**src/rtl/slot_timer_gen.sv**
```systemverilog
// slot_timer_gen
//   Generates slot boundaries for a gate-control-list schedule. A slot lasts
//   cyc_act clock cycles. Slots are numbered within a group (slot_shift_cnt)
//   and within a period (slot_ID). The GCL RAM is asked for the next group
//   PREFETCH cycles before the current group ends. A small control FSM
//   produces the test timestamp and the statistics counter-clear.
//
// Ports
//   clk, rst_n        : clock, asynchronous active-low reset
//   in_test_start     : level, schedule running while high
//   in_test_stop      : level, test stopped by configuration
//   in_slot_cycle     : slot length in clk cycles
//   in_slot_cycle_wr  : one-cycle strobe qualifying in_slot_cycle
//   cnt_rst           : counter-clear to downstream statistics blocks
//   timestamp         : free-running test time (wraps silently)
//   slot_shift        : toggles at each slot boundary
//   slot_pulse        : one-cycle pulse at each slot boundary
//   slot_shift_cnt    : slot index within the GCL group
//   slot_ID           : slot index within the period
//   period_wrap       : one-cycle pulse when slot_ID wraps to 0
//   gcl_ram_rd        : one-cycle GCL group prefetch strobe
//   cfg_err           : active slot length too short to be usable
module slot_timer_gen #(
  parameter int          SLOT_W   = 9,
  parameter int          GRP_W    = 4,
  parameter int          CYC_W    = 20,
  parameter int          TS_W     = 48,
  parameter int          PREFETCH = 3,
  parameter int unsigned HOLD_CYC = 750_000_000
) (
  input  logic              clk,
  input  logic              rst_n,
  input  logic              in_test_start,
  input  logic              in_test_stop,
  input  logic [CYC_W-1:0]  in_slot_cycle,
  input  logic              in_slot_cycle_wr,
  output logic              cnt_rst,
  output logic [TS_W-1:0]   timestamp,
  output logic              slot_shift,
  output logic              slot_pulse,
  output logic [GRP_W-1:0]  slot_shift_cnt,
  output logic [SLOT_W-1:0] slot_ID,
  output logic              period_wrap,
  output logic              gcl_ram_rd,
  output logic              cfg_err
);

  localparam logic [31:0] HOLD_LAST = 32'(HOLD_CYC - 1);

  typedef enum logic [1:0] {IDLE, RUN, DRAIN, DONE} state_t;

  state_t            state;
  state_t            state_nxt;
  logic [31:0]       hold;
  logic [31:0]       hold_nxt;

  logic [CYC_W-1:0]  cyc_act;
  logic [CYC_W-1:0]  cyc_shd;
  logic [CYC_W-1:0]  slot_cnt;
  logic              slot_end;
  logic              wrap_now;
  logic              grp_pref;

  // A slot shorter than PREFETCH+1 cycles cannot host the prefetch point.
  assign cfg_err  = (cyc_act <= CYC_W'(PREFETCH));
  assign slot_end = (slot_cnt == cyc_act - CYC_W'(1));
  assign wrap_now = in_test_start && !cfg_err && slot_end && (slot_ID == '1);
  assign grp_pref = in_test_start && !cfg_err && (slot_shift_cnt == '1) &&
                    (slot_cnt == cyc_act - CYC_W'(PREFETCH + 1));

  // Slot length registers. While running, a write only reaches the shadow;
  // the shadow is promoted on the period wrap so the new length starts
  // cleanly at slot 0. The two branches never coincide (wrap needs start).
  always_ff @(posedge clk or negedge rst_n) begin
    if (!rst_n) begin
      cyc_act <= '0;
      cyc_shd <= '0;
    end else begin
      if (in_slot_cycle_wr) cyc_shd <= in_slot_cycle;
      if (in_slot_cycle_wr && !in_test_start) cyc_act <= in_slot_cycle;
      else if (wrap_now)                      cyc_act <= cyc_shd;
    end
  end

  // Slot counter and slot/group/period indices.
  always_ff @(posedge clk or negedge rst_n) begin
    if (!rst_n) begin
      slot_cnt       <= '0;
      slot_shift     <= 1'b0;
      slot_shift_cnt <= '0;
      slot_ID        <= '0;
      slot_pulse     <= 1'b0;
      period_wrap    <= 1'b0;
      gcl_ram_rd     <= 1'b0;
    end else begin
      slot_pulse  <= 1'b0;
      period_wrap <= 1'b0;
      gcl_ram_rd  <= grp_pref;
      if (!in_test_start) begin
        slot_cnt       <= '0;
        slot_shift     <= 1'b0;
        slot_shift_cnt <= '0;
        slot_ID        <= '0;
      end else if (cfg_err) begin
        // slot_shift keeps its level; only the counters are parked.
        slot_cnt       <= '0;
        slot_shift_cnt <= '0;
        slot_ID        <= '0;
      end else if (slot_end) begin
        slot_cnt       <= '0;
        slot_shift     <= ~slot_shift;
        slot_pulse     <= 1'b1;
        slot_shift_cnt <= slot_shift_cnt + GRP_W'(1);
        slot_ID        <= slot_ID + SLOT_W'(1);
        period_wrap    <= wrap_now;
      end else begin
        slot_cnt <= slot_cnt + CYC_W'(1);
      end
    end
  end

  // Control FSM next state. The hold counter runs while stopped and
  // saturates at HOLD_CYC-1, which marks the end of the drain window.
  always_comb begin
    state_nxt = IDLE;
    hold_nxt  = '0;
    if (in_test_start) begin
      state_nxt = RUN;
    end else if (in_test_stop) begin
      if (hold == HOLD_LAST) begin
        state_nxt = DONE;
        hold_nxt  = hold;
      end else begin
        state_nxt = DRAIN;
        hold_nxt  = hold + 32'd1;
      end
    end
  end

  always_comb begin
    cnt_rst = 1'b0;
    if (state == IDLE || state == DONE) cnt_rst = 1'b1;
  end

  always_ff @(posedge clk or negedge rst_n) begin
    if (!rst_n) begin
      state     <= IDLE;
      hold      <= '0;
      timestamp <= '0;
    end else begin
      state     <= state_nxt;
      hold      <= hold_nxt;
      timestamp <= (state_nxt == IDLE) ? '0 : timestamp + TS_W'(1);
    end
  end

endmodule

```
**config.mk**
```make
export PLATFORM = sky130hd
export DESIGN_NAME = slot_timer_gen
export DESIGN_NICKNAME = d
export VERILOG_FILES = /design/src/rtl/slot_timer_gen.sv
export SDC_FILE = /design/constraint.sdc
export NUM_CORES = 1
export LEC_CHECK = 0
export ABC_AREA = 1
export BUFFER_PORTS_ARGS = -buffer_cell sky130_fd_sc_hd__buf_2
export CELL_PAD_IN_SITES_DETAIL_PLACEMENT = 0
export CELL_PAD_IN_SITES_GLOBAL_PLACEMENT = 1
export CORE_ASPECT_RATIO = 1.5
export CORE_MARGIN = 1.5
export CORE_UTILIZATION = 42
export DETAILED_ROUTE_END_ITERATION = 10
export GPL_ROUTABILITY_DRIVEN = 0
export PLACE_DENSITY_LB_ADDON = 0.1
export SYNTH_ARGS = -nofsm -noshare
export SYNTH_HDL_FRONTEND = slang
export SYNTH_SLANG_ARGS = --single-unit
```
**constraint.sdc**
```tcl
create_clock -name clk -period 2.5 [get_ports clk]
set_input_delay 0.125 -clock clk [delete_from_list [all_inputs] [get_ports clk]]
set_output_delay 0.125 -clock clk [all_outputs]
set_load 0.02 [all_outputs]
```
==> summary.md <==
| Metric | Value |
|---|---|
| Yosys warnings | 0 |
| Antenna-violating nets left | 0 |
| FF-to-FF Start | cyc_act[1] |
| Skew final | around 8.5 ps |
| Mean area per synthesized cell | between 7 and 8 µm² |
| Slowest stage cell on the critical path | dfrtp_1 |
| ANT cells | 0 |
| Critical Path Source Type | flip-flop |
| 1st-iter DRT viols | about 450 |
| I/O pin total | 92 |
| DR vias/cell | between 5 and 6 |
| Pin count of the biggest net entering global routing | 60 |
| GRT overflow | 0 |
| Number of global-route vias before repair | ~9300 |
| Cell Pwr Density | approximately 570 nW/µm² |
| Reg clk slew, reported paths | approximately 70 ps |
| Hold Crit Start | in_test_start |
| Largest stage delay on the critical path | 380 ps |
| Nets | ~1500 |
| Most frequent cells in the layout | nand2_1 (298), nor2_1 (208), inv_1 (159), dfrtp_1 (159), buf_2 (90) |
| DP Area | roughly 11000 µm² |
| Setup crit end kind | flip-flop |
| Placed Cells | ~1700 |
| Clk_lat worst skew | about 450 ps |
| Internal reg-to-reg setup slack | between 100 and 150 ps |
| Core area | between 20000 and 25000 µm² |
| Max Buffers Root-to-Sink | 2 |
| Layout cells sized above 1 | between 10 and 15% |
| Synth cell types | 37 |
| Hold depth | 3 |
| Final WL | between 20 and 30 mm |
| Hold Crit Class | in2reg |
| Worst vdd ir | 0.374 mV |
| Pre-CTS setup slack | ~58 ps |
| Final instance area | 11600 µm² |
| Final Max Tran Viols | 0 |
| DRC Markers | 0 |
| H-tree levels | 4 |
| CTS tree | built |
| Rows | between 60 and 70 |
| Hold worst-path end | slot_shift_cnt[1] |
| Synth Cell Area | 9610 µm² |
| Register area share after synthesis | a little over 40% |
| Initial DRT Pass Iterations | 5 |
| Placed wire-length estimate | between 20 and 25 mm |
| WP data arrival | roughly 2700 ps |
| Critical path class | reg2reg |
| Worst Max-Slew Pin Slew | 612 ps |
| WP buf/inv | 6 |
| CP Data Required Time | around 2800 ps |
| Synth Register Bits | between 150 and 200 |
| Minimum clock period | around 2400 ps |
| Max Clk Rate | approximately 0.42 GHz |
| Core Util, Final | about half |
| Worst slew margin relative to its limit | about three fifths |
| R2r endpoint | cyc_act[16] |
| Die height | about 190 µm |
| Cells along the critical path | inv_1 -> ha_1 -> inv_1 -> nand2_2 -> nand2_2 -> buf_4 -> inv_1 -> nand3_1 -> nand2_1 -> nand3_1 -> nor2_1 -> nand2_1 -> nor2_4 -> nand4_1 -> buf_4 -> buf_8 -> nand3_1 -> nand2_1 |
| Cell Count, Final, Fillers Out | roughly 1800 |
| # setup viols final | 0 |
| P_leak | ~5.3 nW |
| WHS | 57.8 ps |
| Overall Global Routing Usage | 25.5% |
| Initial Util | a little over two fifths |
| CTS Sinks | approximately 160 |
| Routed vias | about 9100 |
| MaxCap Viol Count | 0 |
| Port bufs | around 90 |
| Die area | approximately 24000 µm² |
| PnR Total Power | 6.63 mW |
| Area grow syn2layout | 20.2% |
| DR WL/cell | approximately 17 µm |
| TritonCTS buffer count | 17 |
| Post-Syn Nets | ~1400 |
| CP Max Fanout | 20 |
| Initial antenna violation count | 0 |
| Most common cell after layout, fill and taps aside | nand2_1 |
| First-pass GRT wire length | 47.2 mm |
| Hold Vio Cnt, Final | 0 |
| Root Driver | clkbuf_16 |
| Cell family with most CP delay | simple AND/OR/NAND/NOR gates |
| Worst setup margin | around 130 ps |
| Reg2Reg Depth | 18 |
| Syn Inst Count | 1331 |
| Sum of negative setup slack | 0 ps |
| Status | finished, final reports clean |
| CP startpoint | cyc_act[1] |
| Die width | between 100 and 150 µm |
| Final worst-path cycle share | a little over nine tenths |
area by class of cell:
class	count	area [µm²]
fill	2265	10800
multi-input combinational	976	4930
sequential	159	3980
timing repair buffer	164	1110
inverter	165	619
clock buffer	21	460
tap	276	345
clock inverter	11	115
state kept, by name, indices dropped and copies added, names as in the netlist:
register,cells
period_wrap,1
timestamp,48
slot_cnt,20
cyc_shd,20
slot_pulse,1
slot_ID,9
cyc_act,20
slot_shift,1
gcl_ram_rd,1
slot_shift_cnt,4
hold,32
state,2
worst register-to-register path: stages (launching register included):
cell and delay [ps]:
dfrtp_1 380, inv_1 70, ha_1 160, inv_1 70
nand2_2 80, nand2_2 70, buf_4 160, inv_1 90
nand3_1 80, nand2_1 130, nand3_1 80, nor2_1 100
nand2_1 90, nor2_4 150, nand4_1 100, buf_4 170
buf_8 160, nand3_1 90, nand2_1 60
worst max-delay path by stage:
stage	to	slack, ps	cells after the start
2_1_floorplan	slot_ID[8]	320	16
3_3_place_gp	cyc_act[1]	110	15
3_5_place_dp	cyc_act[9]	60	14
4_1_cts	cyc_act[9]	20	14
5_1_grt	cyc_act[14]	-6	18
6_report	cyc_act[16]	130	18
routing by layer:
metal  routed length, µm  global-route usage, %  vias up
met5                   0                      0        -
met2               15600                   47.6      181
met3                 840                   3.83       81
li1                    -                      -     4585
met4                1320                   12.2        0
met1               11600                   27.9     4285
logic make-up (layout without fill, tap and decap cells):
kind of cell	Yosys count	count (layout)	synth area share (%)
flops	159	159	41.4
xor+xnor	85	85	7.75
compound gates	124	124	6.90
buf+inv	197	361	8.08
fa+ha+maj	10	10	1.30
simple gates	756	757	34.6
power breakdown:
| group | internal [mW] | switching [mW] | total (mW) |
|---|---|---|---|
| clock network | 1.51 | 1.09 | 2.60 |
| logic | 0.443 | 0.753 | 1.20 |
| registers | 2.69 | 0.133 | 2.83 |
| total | 4.65 | 1.98 | 6.63 |
Yosys cell counts (all sizes together):
| cell type | instances | area [µm²] |
|---|---|---|
| clkinv | 2 | 7.51 |
| a31oi | 3 | 18.8 |
| o2111ai | 1 | 8.76 |
| xor2 | 65 | 569 |
| a21oi | 51 | 255 |
| nand2 | 308 | 1180 |
| nor3 | 57 | 297 |
| buf | 11 | 78.8 |
| nand4 | 33 | 206 |
| a211oi | 4 | 30.0 |
| a221oi | 2 | 17.5 |
| o22ai | 2 | 12.5 |
| nor4 | 29 | 181 |
| clkbuf | 21 | 78.8 |
| nand3b | 7 | 52.6 |
| o21ai | 61 | 320 |
| nand3 | 82 | 410 |
| or3 | 1 | 6.26 |
| nor3b | 6 | 45.0 |
| and3 | 2 | 12.5 |
| dfrtp | 159 | 3980 |
| ha | 10 | 125 |
| xnor2 | 20 | 175 |
| or2 | 5 | 31.3 |
| inv | 163 | 612 |
| nor2 | 226 | 901 |
repair_timing:
| item | 4_1_cts | 5_1_grt |
|---|---|---|
| setup buffers | 0 | 2 |
| endpoints found under the hold margin | 79 | 0 |
| gates resized for setup | 0 | 19 |
| hold buffers | 22 | 0 |
| endpoints found under the setup margin | 0 | 51 |
Power figures use the tool's default switching activity.
